===== config.mk =====
export PLATFORM = sky130hd
export DESIGN_NAME = serial_adder
export DESIGN_NICKNAME = d
export VERILOG_FILES = /design/src/rtl/serial_adder.sv
export SDC_FILE = /design/constraint.sdc
export NUM_CORES = 1
export LEC_CHECK = 0
export CORE_ASPECT_RATIO = 1.1
export CORE_UTILIZATION = 40
export DETAILED_ROUTE_END_ITERATION = 8
export GPL_TIMING_DRIVEN = 0
export SLEW_MARGIN = 20
export SYNTH_ARGS = -nofsm -noshare
export SYNTH_HDL_FRONTEND = slang
export SYNTH_SLANG_ARGS = --single-unit

===== constraint.sdc =====
create_clock -name clk -period 2.6 [get_ports clk]
set_input_delay 0.52 -clock clk [delete_from_list [all_inputs] [get_ports clk]]
set_output_delay 0.52 -clock clk [all_outputs]
set_load 0.01 [all_outputs]

===== src/rtl/serial_adder.sv =====
`default_nettype none
//------------------------------------------------------------------------------
// Module      : serial_adder
// Description : Multi-cycle two-operand adder. Adds a WIDTH-bit pair DIGIT bits
//               per clock, keeping the slice carry in a register. Results are
//               presented with a start/busy/done handshake together with
//               carry-out and signed overflow.
//               Optional feature macro: SERIAL_ADDER_SUB_EN (adds the sub port
//               and two's-complement subtraction).
// Revision    : 1.0 - initial release
//------------------------------------------------------------------------------
module serial_adder #(
   parameter int WIDTH = 16,
   parameter int DIGIT = 4     // must divide WIDTH exactly
) (
   input  logic             clk,
   input  logic             rst,
   input  logic             start,
   input  logic [WIDTH-1:0] a,
   input  logic [WIDTH-1:0] b,
   input  logic             cin,
`ifdef SERIAL_ADDER_SUB_EN
   input  logic             sub,
`endif
   output logic             busy,
   output logic             done,
   output logic [WIDTH-1:0] sum,
   output logic             cout,
   output logic             ovf
);

   localparam int c_nslice = WIDTH / DIGIT;
   localparam int c_cw     = (c_nslice > 1) ? $clog2(c_nslice) : 1;
   localparam logic [c_cw-1:0] c_last    = c_cw'(c_nslice - 1);
   localparam logic [c_cw-1:0] c_cnt_one = c_cw'(1);

   typedef enum logic [0:0] {
      S_IDLE = 1'b0,
      S_RUN  = 1'b1
   } state_t;

   state_t           r_state;
   state_t           w_state_next;

   logic [WIDTH-1:0] r_wa;       // working A, consumed from the bottom
   logic [WIDTH-1:0] r_wb;       // working effective B, consumed from the bottom
   logic [WIDTH-1:0] r_ws;       // working sum, filled from the top
   logic             r_carry;
   logic [c_cw-1:0]  r_cnt;
   logic             r_a_msb;    // sign of A, kept because working A shifts away
   logic             r_b_msb;    // sign of effective B

   logic [WIDTH-1:0] w_beff;
   logic             w_c0;
   logic [DIGIT:0]   w_slice;
   logic [WIDTH-1:0] w_ws_next;
   logic             w_last;

   // Effective B operand and initial carry, chosen at capture time
`ifdef SERIAL_ADDER_SUB_EN
   assign w_beff = sub ? ~b : b;
   assign w_c0   = sub ? 1'b1 : cin;
`else
   assign w_beff = b;
   assign w_c0   = cin;
`endif

   // One DIGIT-wide slice of the addition, carry in from the carry register
   assign w_slice = {1'b0, r_wa[DIGIT-1:0]} + {1'b0, r_wb[DIGIT-1:0]}
                  + {{DIGIT{1'b0}}, r_carry};

   // The new partial sum enters at the top; after NSLICE shifts the word is aligned
   generate
      if (c_nslice == 1) begin : g_single
         assign w_ws_next = w_slice[DIGIT-1:0];
      end else begin : g_multi
         assign w_ws_next = {w_slice[DIGIT-1:0], r_ws[WIDTH-1:DIGIT]};
      end
   endgenerate

   assign w_last = (r_cnt == c_last);
   assign busy   = (r_state == S_RUN);

   // State register
   always_ff @(posedge clk) begin
      if (rst) begin
         r_state <= S_IDLE;
      end else begin
         r_state <= w_state_next;
      end
   end

   // Next-state logic: accept start only while idle, leave RUN after the last slice
   always_comb begin
      w_state_next = r_state;
      case (r_state)
         S_IDLE: if (start)  w_state_next = S_RUN;
         S_RUN:  if (w_last) w_state_next = S_IDLE;
         default:            w_state_next = S_IDLE;
      endcase
   end

   // Datapath: operand capture, slice iteration and result load on completion
   always_ff @(posedge clk) begin
      if (rst) begin
         r_wa    <= '0;
         r_wb    <= '0;
         r_ws    <= '0;
         r_carry <= 1'b0;
         r_cnt   <= '0;
         r_a_msb <= 1'b0;
         r_b_msb <= 1'b0;
         done    <= 1'b0;
         sum     <= '0;
         cout    <= 1'b0;
         ovf     <= 1'b0;
      end else begin
         done <= 1'b0;
         case (r_state)
            S_IDLE: begin
               if (start) begin
                  r_wa    <= a;
                  r_wb    <= w_beff;
                  r_carry <= w_c0;
                  r_cnt   <= '0;
                  r_a_msb <= a[WIDTH-1];
                  r_b_msb <= w_beff[WIDTH-1];
               end
            end
            S_RUN: begin
               r_wa    <= r_wa >> DIGIT;
               r_wb    <= r_wb >> DIGIT;
               r_ws    <= w_ws_next;
               r_carry <= w_slice[DIGIT];
               r_cnt   <= r_cnt + c_cnt_one;
               if (w_last) begin
                  sum  <= w_ws_next;
                  cout <= w_slice[DIGIT];
                  ovf  <= (r_a_msb == r_b_msb) && (w_ws_next[WIDTH-1] != r_a_msb);
                  done <= 1'b1;
               end
            end
            default: ;
         endcase
      end
   end

endmodule
`default_nettype wire

==> results.md, run 1 <==
* Outcome: complete, no violations
* Reg2reg start: r_wb[0]$_SDFFE_PP0P_
* 1st-iter DRT viols at 100
* Clock share of power at around two fifths
* Min-delay worst type: reg -> reg
* Post-CTS Repair Setup Buffers at 0
* First-pass GRT wire length at 10200 um
* Pins Over Slew Limit at 0
* Setup crit start kind: flip-flop
* Fin. Hold Viols at 0
* Switching share of power at 26.0%
* Antenna diodes at 0
* Final wirelength at 6200 um
* Warnings from Yosys at 0
* Reg2Reg Depth at 6
* Worst clock skew at ~0.011 ns
* Worst path top cell family by delay: adder cells
* Largest net degree at the start of global routing at 14
* CTS buffer count at 9
* Top FF cell, synth: dfxtp_1
* Total Routing Usage GR at 18.6%
* Resized Gates After CTS at 0
* Avg Inst Size Synth at between 9 and 10 um2
* Lkg Pwr at about 0.0015 uW
* Vias in the first global route at 2127
* Internal reg-to-reg setup slack at 0.71 ns
* Pin slew with the least headroom to its limit at between 0.4 and 0.5 ns
* Layout cells sized above 1 at 9.92%
* Worst vdd rail ir drop at 379 uV
* Root buffer cell: clkbuf_8
* Logic pwr share at 11.8%
* Syn Std Cell Area at 2830 um2
* Final period util at 72.5%
* Synthesis-to-finish area growth at 29.4%
* CP Class: reg -> reg
* Crit. End Element: flip-flop
* P_int at between 1500 and 2000 uW
* GPL Wtd Cong at 0.772
* Total power at approximately 2300 uW
* Seq pwr share at 49.6%
* CP Max Fanout at 2
* Final setup viols at 0
* Top cells by count, synth: nor2_1, dfxtp_1, mux2i_1
* HP Start: sum[12]$_SDFFE_PP0P_
* Hold depth at 2
* Initial core utilization at 42.1%
* Post-layout minimum cycle time at 1.89 ns
* Worst path slowest cell: fa_1
* Drc violations at 0
* Routed wire per std cell at 13.9 um
* Cts hold-fix bufs at 0
* Die width at 82.2 um
* Worst Path Arrival at 2.14 ns
* Post-detail-place hpwl at 4500 um
* DRT Pass-1 Iters at 4
* Critical Path RT at 2.85 ns
* Achievable Freq at 530 MHz
* Psw at 589 uW
* R2R Path End: r_carry$_SDFFE_PP0P_
* RSZ-0062 raised after global routing: false
* Post-synthesis cell count at 294
* CP cell instances: inv_1 > fa_1 > fa_1 > nor2b_1 > o21ai_0 > a311oi_1
* Top-count cell post-synth: nor2_1
* Routed Antenna Nets at 0
* Leading post-synthesis cells by cell area: dfxtp_1, mux2i_1, nor2_1
* Global route overflow at 0
* Rows at 31
* Clk slew on worst S/H paths at 0.08 ns
* Core Area at about 6700 um2
* Initial antenna violation count at 0
* Crit path largest cell delay at 0.45 ns
* Max-cap violations at 0
* Die Area at 7410 um2
* Power density over the cells at about 620 nW/um2
* Avg Vias per Cell at 4.98
* Seq/Total Area, Yosys at 48.8%
* Cell variety after synth at 36
* I/O Pins at 56
* Port-buffer cells at between 50 and 60
* Num Clock Sinks at 69
* Fin nets at 400
* Post-Layout Cell Count at 445
* Worst-skew pair later-pin latency at between 0.3 and 0.4 ns
* Final Core Density at 54.5%
* Ys async rst share at 0%
* WP buf/inv at 1
* Cell mode on critical path: fa_1
* CTS tree: built
* Setup TNS at 0 ns
* DP Cell Count at between 400 and 500
* Clk buf depth at 2
* Syn nets at 336
* Normalized max-slew margin at 67.4%
* Hold Crit Endpoint: sum[12]$_SDFFE_PP0P_
* Synth Register Bits at 69
* EDFF count, synth at 0
* CTS HTree Levels at 3
* Die Ht at 90.2 um
* Leading area contributor after synthesis: dfxtp_1
* Vias at 2217
* Yosys top cell area share at 48.8%
==> cell families after synthesis <==
kind of cell	count (synthesis)	synth area share, %
DFF	69	48.8
and+or+nand+nor	89	13.0
AOI/OAI and AO/OA	56	13.2
muxes	43	15.2
buffers and inverters	29	5.93
xor gates and xnor gates	2	0.620
adders and majority gates	6	3.19
==> power groups by stage <==
stage               Sequential (uW)  Combinational [uW]  Clock, uW
finish                         1130                 269        875
global route                   1130                 299        937
CTS                            1130                 273        897
detailed placement             1150                 271          0
global placement               1150                 268          0
floorplan                      1140                 175          0
==> sequential cells by signal, summed over array words and instances (netlist names) <==
| register | cells |
|---|---|
| r_wa | 16 |
| r_wb | 16 |
| sum | 16 |
| r_ws | 12 |
| r_cnt | 2 |
| busy | 1 |
| cout | 1 |
| done | 1 |
| ovf | 1 |
| r_a_msb | 1 |
| r_b_msb | 1 |
| r_carry | 1 |
==> cells in the final DEF (no fill, tap or decap), types with 3 or more instances in the layout <==
cell and n:
a21oi_1 28, a211oi_1 3, dfxtp_1 69, buf_4 6, buf_2 5, nor2_1 73, mux2i_1 43, a22o_1 14
clkbuf_1 5, clkbuf_8 9, ha_1 4, inv_1 7, clkdlybuf4s50_1 53, nand2_1 5, buf_6 4
==> per-stage QoR <==
step	hold slack (ns)	worst slack [ns]	area, um2
2_1_floorplan	0.442	0.855	2830
3_3_place_gp	0.437	0.767	3460
3_5_place_dp	0.440	0.720	3460
4_1_cts	0.457	0.700	3660
5_1_grt	0.474	0.591	3660
6_report	0.451	0.714	3660
==> cell type report <==
| class | count | area [um2] |
|---|---|---|
| flip-flops and latches | 69 | 1380 |
| clock inverters | 7 | 73.8 |
| plain buffers | 20 | 134 |
| well taps | 82 | 103 |
| repair buffers | 53 | 531 |
| inverters | 9 | 33.8 |
| fillers | 625 | 3050 |
| clock buffers | 9 | 124 |
| multi-input cells | 196 | 1280 |
==> tightest hold or removal path, delay by kind of cell, from the launching register on <==
kind / cells / cell delay [ns]
flip-flops: 1 / 0.31
AND/OR/NAND/NOR: 1 / 0.05
AO/OA/AOI/OAI: 1 / 0.05
==> routing by layer <==
layer,vias up,GRT usage [%],wire length (um)
met5,-,0,0
met4,0,6.14,80
met3,8,4.97,249
met2,49,28.9,2840
met1,1030,24.5,3030
li1,1130,-,-
==> how the worst max path moves through the flow <==
stage	from	end	slack [ns]	depth (start not counted)
finish	r_wb[0]$_SDFFE_PP0P_	r_carry$_SDFFE_PP0P_	0.71	6
global route	r_wa[0]$_SDFFE_PP0P_	r_carry$_SDFFE_PP0P_	0.59	6
CTS	r_wb[0]$_SDFFE_PP0P_	r_carry$_SDFFE_PP0P_	0.70	6
detailed placement	r_wb[0]$_SDFFE_PP0P_	r_carry$_SDFFE_PP0P_	0.72	6
global placement	r_wb[0]$_SDFFE_PP0P_	r_carry$_SDFFE_PP0P_	0.77	6
floorplan	r_wa[0]$_SDFFE_PP0P_	r_carry$_SDFFE_PP0P_	0.86	6
Power figures use the tool's default switching activity.
==> inputs of run 2 (changes only) <==
- clock period: 2.6 -> 1.8 ns (I/O delays scaled with it)
==> results.md, run 2 (synthesized netlist as in run 1, its figures left out) <==
* Vias at 2214
* Power density over the cells at 892 nW/um2
* P_int at 2430 uW
* Achievable Freq at ~600 MHz
* Core Area at 6710 um2
* Final period util at 94.6%
* Drc violations at 0
* Worst vdd rail ir drop at 549 uV
* Top flop regs: r_wa: 16 flops, r_wb: 16 flops, sum: 16 flops
* Pin slew with the least headroom to its limit at 0.501 ns
* RSZ-0062 raised after global routing: false
* Outcome: complete, no violations
* Initial antenna violation count at 0
* Worst path top cell family by delay: adder cells
* Routed Antenna Nets at 0
* Routed wire per std cell at ~14 um
* Cts hold-fix bufs at 0
* WP buf/inv at 1
* Vias in the first global route at approximately 2.1k
* Setup crit start kind: flip-flop
* Avg Vias per Cell at approximately 5.0
* CTS HTree Levels at 3
* Fin. Hold Viols at 0
* Cell mode on critical path: fa_2
* Commonest non-fill, non-tap cell in the layout: nor2_1
* WHS at 0.384 ns
* Psw at 847 uW
* Worst path slowest cell: fa_2
* Worst Path Arrival at 1.95 ns
* Crit. End Element: flip-flop
* Die Area at roughly 7400 um2
* Port-buffer cells at 53
* CP Class: reg -> reg
* Final setup viols at 0
* Post-detail-place hpwl at 4500 um
* Die width at 82.2 um
* Final wirelength at approximately 6200 um
* Clk buf depth at 2
* Clock share of power at 38.4%
* CP Max Fanout at 2
* Layout cells sized above 1 at 11.0%
* First-pass GRT wire length at between 10000 and 15000 um
* Synthesis-to-finish area growth at 29.9%
* 1st-iter DRT viols at a little over 80
* Seq pwr share at approximately half
* Antenna diodes at 0
* Global route overflow at 0
* Clk slew on worst S/H paths at 0.08 ns
* Switching share of power at 25.9%
* Root buffer cell: clkbuf_8
* Most frequent cells in the layout: nor2_1, dfxtp_1, clkdlybuf4s50_1
* Rows at 31
* Min-delay worst type: in -> reg
* Post-layout minimum cycle time at approximately 1.7 ns
* Normalized max-slew margin at 66.6%
* Critical Path RT at 2.05 ns
* Total Routing Usage GR at 18.6%
* Largest net degree at the start of global routing at 14
* CTS tree: built
* Initial core utilization at 42.1%
* Pins Over Slew Limit at 0
* DRT Pass-1 Iters at 4
* CTS buffer count at 9
* Total power at roughly 3300 uW
* Die Ht at approximately 90 um
* Lkg Pwr at 0.00154 uW
* I/O Pins at 56
* Num Clock Sinks at 69
* Max-cap violations at 0
* Worst-skew pair later-pin latency at 0.34 ns
* Logic pwr share at between 10% and 20%
* GPL Wtd Cong at just under 0.8
* Worst clock skew at 0.0111 ns
* CP cell instances: inv_1 > fa_2 > fa_2 > nor2b_1 > o21ai_0 > a311oi_1
* Crit path largest cell delay at 0.37 ns
* Fill cell count at 624
* Fin nets at roughly 400
==> run 2: cell types whose count changed in the layout (fill, tap and decap cells not counted) <==
| cell | change |
|---|---|
| fa_1 | -2 |
| fa_2 | +2 |
| dfxtp_1 | -1 |
| buf_4 | +1 |
| dfxtp_2 | +1 |
==> run 2: worst register-to-register path: stages (launching register included) <==
cell      delay [ns]
dfxtp_2         0.34
inv_1           0.07
fa_2            0.37
fa_2            0.36
nor2b_1         0.11
o21ai_0         0.10
a311oi_1        0.26
==> run 2: per-layer routing <==
metal	track usage, %	up-vias	wire length, um
met5	0	-	0
met4	6.14	0	69
met3	4.97	6	214
met2	29.0	46	2830
met1	24.5	1029	3080
li1	-	1133	-
==> run 2: power by group through the flow <==
stage          Sequential (uW)  Clock, uW  Combinational, uW
6_report                  1630       1260                392
4_1_cts                   1630       1300                395
3_3_place_gp              1660          0                387
2_1_floorplan             1650          0                253
3_5_place_dp              1660          0                391
5_1_grt                   1630       1350                436
==> run 2: path summary, 6_finish.rpt <==
path	from	to	slack, ns	depth (start not counted)
hold / removal	rst	r_ws[15]$_SDFFE_PP0P_	0.38	3
setup reg to reg	r_wb[0]$_SDFFE_PP0P_	r_carry$_SDFFE_PP0P_	0.1	6
hold reg to reg	sum[12]$_SDFFE_PP0P_	sum[12]$_SDFFE_PP0P_	0.45	2
setup / recovery	r_wb[0]$_SDFFE_PP0P_	r_carry$_SDFFE_PP0P_	0.1	6
==> run 2: stage by stage <==
step	std cells	cell area (um2)	setup WS, ns	utilization [%]	TNS (ns)
after global routing	446	3670	0.00326	54.7	0
after floorplan	294	2830	0.0551	-	0
after global placement	429	3460	-0.0326	51.6	-0.0629
after CTS	445	3660	0.0258	54.6	0
final	446	3670	0.0966	54.7	0
after detailed placement	429	3460	-0.0798	51.6	-0.167
==> run 2: area by class of cell <==
cell class / count / area, um2 / area share (%)
Sequential cell: 69 / 1380 / 37.6
Tap cell: 82 / 103 / 2.79
Clock buffer: 9 / 124 / 3.37
Buffer: 20 / 134 / 3.65
Multi-Input combinational cell: 196 / 1280 / 35.0
Clock inverter: 7 / 73.8 / 2.01
Inverter: 9 / 33.8 / 0.920
Timing Repair Buffer: 54 / 538 / 14.7
==> run 2: what timing repair did <==
item                                    4_1_cts  5_1_grt
setup buffers                                 0        1
hold endpoints to repair                      0        0
pin swaps                                     0        2
resized for setup                             2        1
endpoints found under the setup margin        4        2
==> inputs of run 3 (changes only) <==
- CTS_CLUSTER_DIAMETER: not set -> 30
==> results of run 3 <==
Same layout as run 2: the final DEF is identical, and so are final timing and power.
==> RTL edit 1 (flow settings as in run 1) <==
`WIDTH`: 16 -> 8.
--- a/src/rtl/serial_adder.sv
+++ b/src/rtl/serial_adder.sv
@@ -10,7 +10,7 @@
 // Revision    : 1.0 - initial release
 //------------------------------------------------------------------------------
 module serial_adder #(
-   parameter int WIDTH = 16,
+   parameter int WIDTH = 8,
    parameter int DIGIT = 4     // must divide WIDTH exactly
 ) (
    input  logic             clk,
Interface: changed (resized a, b and sum); port bits go from 56 to 32. The function was not compared with the original's and may differ.
==> RTL edit 1 against run 1 <==
  * Synthesized area fell by 46%
  * Non-clock buffer count decreased by 32
  * Cell area shrank 46%
  * Setup slack better by 31 ps
  * Synthesized cell count fell by 43%
  * Total power shrank 47%
  * Via count decreased by 45%
  * Sequential cell count is 33 lower
  * Wire length is 49% lower
  * Critical endpoint unchanged
  * Largest power group unchanged
==> RTL edit 1: results (changes against run 1) <==
| Metric | Value |
|---|---|
| Nets@finish | 231 (was 400) |
| Critical path data arrival time | 2060 ps (was 2140 ps) |
| Cell Area, Placed | 1890 µm² (was 3460 µm²) |
| CTS buffer count | 5 (was 9) |
| Most frequent cells after synthesis | dfxtp_1, nor2_1, mux2i_1, a21oi_1, nand2_1 (was nor2_1, dfxtp_1, mux2i_1, a21oi_1, a22o_1) |
| Rel. slew slack | 0.657 (was 0.674) |
| Proportion of synthesized area in mux cells | 0.126 (was 0.152) |
| M1 WL | 1470 µm (was 3030 µm) |
| Vias in the first global route | 1,165 (was 2,127) |
| H-tree depth | 2 (was 3) |
| First-pass GRT wire length | 5340 µm (was 10,200 µm) |
| Avg WL per Cell | 12.5 µm (was 13.9 µm) |
| Tcrit/Tclk final | 0.713 (was 0.725) |
| Area occupied by multi-input gates | 729 µm² (was 1280 µm²) |
| Sw Ratio | 0.244 (was 0.260) |
| Placed Cells | 249 (was 429) |
| Routed wl met2 | 1540 µm (was 2840 µm) |
| R2R setup slack | 750 ps (was 710 ps) |
| Mapped Nets | 193 (was 336) |
| Via density | 4.78 (was 4.98) |
| Global Route Usage Sum | 0.186 (about the same) |
| DRT iter0 DRCs | 34 (was 100) |
| WL met3 | 129 µm (was 249 µm) |
| Fill count | 370 (was 625) |
| GR Layer Usage met2 | 0.299 (was 0.289) |
| Synth cell types | 25 (was 36) |
| Sequential-to-total area share from yosys stat | 0.476 (was 0.488) |
| Share of post-route cells with drive strength above 1 | 0.0777 (was 0.0992) |
| Post-Place Worst Slack | 450 ps (was 720 ps) |
| Synth area leaders | dfxtp_1, mux2i_1, nor2_1 (unchanged) |
| Synth Area in Adders | 0.0512 (was 0.0319) |
| Syn Area/Cell | 9.01 µm² (was 9.62 µm²) |
| DPL Wire Length | 2430 µm (was 4500 µm) |
| Outcome | finished clean (unchanged) |
| Largest net degree at the start of global routing | 11 (was 14) |
| WL final | 3190 µm (was 6200 µm) |
RTL edit 1: final timing paths:
path,start,endpoint,cells past startpoint
worst max-delay path,r_wa[0],r_carry,7
worst min-delay path,r_ws[5],sum[1],2
worst min register to register,r_ws[5],sum[1],2
worst max register to register,r_wa[0],r_carry,7
RTL edit 1: worst register-to-register path, cell delays in order (launching register included):
cell	delay, ps
dfxtp_1	350
inv_1	70
fa_1	450
fa_1	410
inv_1	70
a21o_2	110
a21oi_1	90
a211oi_1	230
RTL edit 1: final cells by class:
class,instances,share of cell area
tap,50,0.0315
timing repair buffer,31,0.156
buffer,10,0.0208
sequential,36,0.363
multi-input combinational,116,0.368
clock buffer,7,0.0486
inverter,6,0.0114
RTL edit 1: power by group through the flow:
stage | sequential, mW | clock (mW) | combinational (mW)
finish | 0.599 | 0.425 | 0.172
global route | 0.602 | 0.461 | 0.194
CTS | 0.599 | 0.437 | 0.175
detailed placement | 0.611 | 0 | 0.174
global placement | 0.610 | 0 | 0.170
floorplan | 0.609 | 0 | 0.108
==> RTL edit 2 (flow settings as in run 1) <==
Made on the original files. Put one more register stage on the output `sum`, with the module's reset. The value now appears one clock later. The other outputs are not delayed to match.
--- a/src/rtl/serial_adder.sv
+++ b/src/rtl/serial_adder.sv
@@ -38,6 +38,8 @@
       S_IDLE = 1'b0,
       S_RUN  = 1'b1
    } state_t;
+
+   logic [WIDTH-1:0] sum_s0;
 
    state_t           r_state;
    state_t           w_state_next;
@@ -111,7 +113,7 @@
          r_a_msb <= 1'b0;
          r_b_msb <= 1'b0;
          done    <= 1'b0;
-         sum     <= '0;
+         sum_s0  <= '0;
          cout    <= 1'b0;
          ovf     <= 1'b0;
       end else begin
@@ -134,7 +136,7 @@
                r_carry <= w_slice[DIGIT];
                r_cnt   <= r_cnt + c_cnt_one;
                if (w_last) begin
-                  sum  <= w_ws_next;
+                  sum_s0 <= w_ws_next;
                   cout <= w_slice[DIGIT];
                   ovf  <= (r_a_msb == r_b_msb) && (w_ws_next[WIDTH-1] != r_a_msb);
                   done <= 1'b1;
@@ -145,5 +147,13 @@
       end
    end
 
+   always_ff @(posedge clk) begin
+      if (rst) begin
+         sum <= '0;
+      end else begin
+         sum <= sum_s0;
+      end
+   end
+
 endmodule
 `default_nettype wire
Check against the original RTL: not equivalent (Yosys sat finds a counterexample within 10 cycles, from zero or initial values and one cycle with rst high).
==> RTL edit 2 against run 1 <==
  * Synthesized area rose by 14%
  * Total power grew 23%
  * Combinational power barely moved
  * Cell area rose by 13%
  * Wire length increased by 10%
  * Setup slack worse by 45 ps
  * Non-clock buffer count rose by 4
  * Critical path type unchanged
  * Critical path depth stayed put
  * Largest cell class unchanged
  * Sequential cell count increased by 16
  * Highest routed layer unchanged
  * Critical endpoint is now r_ws[14]
  * Utilization down 0.27 points
  * Die area increased by 14%
  * Clock power increased by 33%
==> RTL edit 2: results (changes against run 1) <==
| Metric | Value |
|---|---|
| Outcome | finished clean (unchanged) |
| Yosys warns | 0 (unchanged) |
| Final non-clock buffer share | 0.154 (was 0.182) |
| Synth cell types | 30 (was 36) |
| PostCTS Resize Cnt | 0 (unchanged) |
| Hold Path End | sum_s0[15] (was sum[12]) |
| Sequential-to-total area share from yosys stat | 0.528 (was 0.488) |
| First-pass GRT wire length | 11,100 µm (was 10,200 µm) |
| CTS buffer count | 9 (unchanged) |
| Hold path cells | 2 (unchanged) |
| Num sequential | 85 (was 69) |
| Most frequent cells after synthesis | dfxtp_1, nor2_1, mux2i_1, a21oi_1, nor2b_1 (was nor2_1, dfxtp_1, mux2i_1, a21oi_1, a22o_1) |
| Core area | 7640 µm² (was 6710 µm²) |
| Clock buf/inv share | 0.0607 (was 0.0540) |
| Nets@finish | 446 (was 400) |
| CP max-delay cell | fa_1 (unchanged) |
| Share of post-route cells with drive strength above 1 | 0.0685 (was 0.0992) |
| 1st-pass router iterations | 4 (unchanged) |
| Sequential share of cell area | 0.411 (was 0.378) |
| End of the worst register-to-register path | r_ws[14] (was r_carry) |
| Avg WL per Cell | 13.3 µm (was 13.9 µm) |
| Fraction of area in multi-input gates | 0.336 (was 0.350) |
| Clock Skew | 7.16 ps (was 10.6 ps) |
| Post-Place Worst Slack | 335 ps (was 720 ps) |
| Global Route Usage Sum | 0.177 (was 0.186) |
| Via density | 4.77 (was 4.98) |
| Maximum VDD drop | 0.310 mV (was 0.379 mV) |
| I/O Buffers | 54 (was 53) |
| DPL Wire Length | 4880 µm (was 4500 µm) |
| CP max stage delay | around 460 ps |
| R2r startpoint | r_wa[0] (was r_wb[0]) |
| Min-delay src | sum_s0[15] (was sum[12]) |
| Final Worst Setup Slack | 669 ps (was 714 ps) |
| Multi-input gates | 223 (was 196) |
| Synth Area in Compound Gates | 0.105 (was 0.132) |
| Static Leak | 1.68 nW (was 1.53 nW) |
| Tightest Pin Transition | 569 ps (was 490 ps) |
| Async S/R FF share, synth | 0 (unchanged) |
| Synth Area in Adders | 0.0280 (was 0.0319) |
| Fill count | 717 (was 625) |
| DRC | 0 (unchanged) |
| Root Driver | clkbuf_8 (unchanged) |
| Vias | 2,453 (was 2,217) |
| Max clock buf depth | 2 (unchanged) |
| Mapped Nets | 381 (was 336) |
| Largest net degree at the start of global routing | 17 (was 14) |
| DRT iter0 DRCs | 69 (was 100) |
| Critical path data arrival time | 2160 ps (was 2140 ps) |
| Hold Slack | 455 ps (was 451 ps) |
| Proportion of synthesized area in mux cells | 0.134 (was 0.152) |
| Vias in the first global route | 2,277 (was 2,127) |
| Placed Cells | 498 (was 429) |
| Cell Area, Placed | 3890 µm² (was 3460 µm²) |
| Non-clock buffers | 77 (was 73) |
| Synth area leaders | dfxtp_1, mux2i_1, nor2_1 (unchanged) |
| Syn Area/Cell | 9.50 µm² (was 9.62 µm²) |
| Nonclk inv count | 8 (was 9) |
| Placer Congestion | 0.755 (was 0.772) |
| Synthesis-to-layout area growth | 28.7% (was 29.4%) |
| Area share of xor/xnor cells in the synthesized design | 0.00272 (was 0.00619) |
## RTL edit 2: cell count changes after synthesis, sizes merged, moves of 7 or more
cell / before / now
o22a: 0 / 7
nor2b: 1 / 18
dfxtp: 69 / 85
a22o: 14 / 0
## RTL edit 2: report_power, final
part           internal, mW  total [mW]  switching (mW)
sequential             1.34        1.37          0.0264
clock                 0.655        1.16           0.502
combinational         0.130       0.269           0.139
## RTL edit 2: layer usage
| layer | vias up | global-route usage | part of all wire |
|---|---|---|---|
| li1 | 1255 | - | - |
| met4 | 0 | 0.0779 | 0.016 |
| met3 | 8 | 0.0326 | 0.042 |
| met2 | 60 | 0.304 | 0.49 |
| met5 | - | 0 | 0 |
| met1 | 1130 | 0.215 | 0.46 |
## RTL edit 2: cell families after synthesis
kind of cell | Yosys count
xor+xnor | 1
flops | 85
simple gates | 119
fa+ha+maj | 6
mux | 43
buf+inv | 31
compound gates | 54
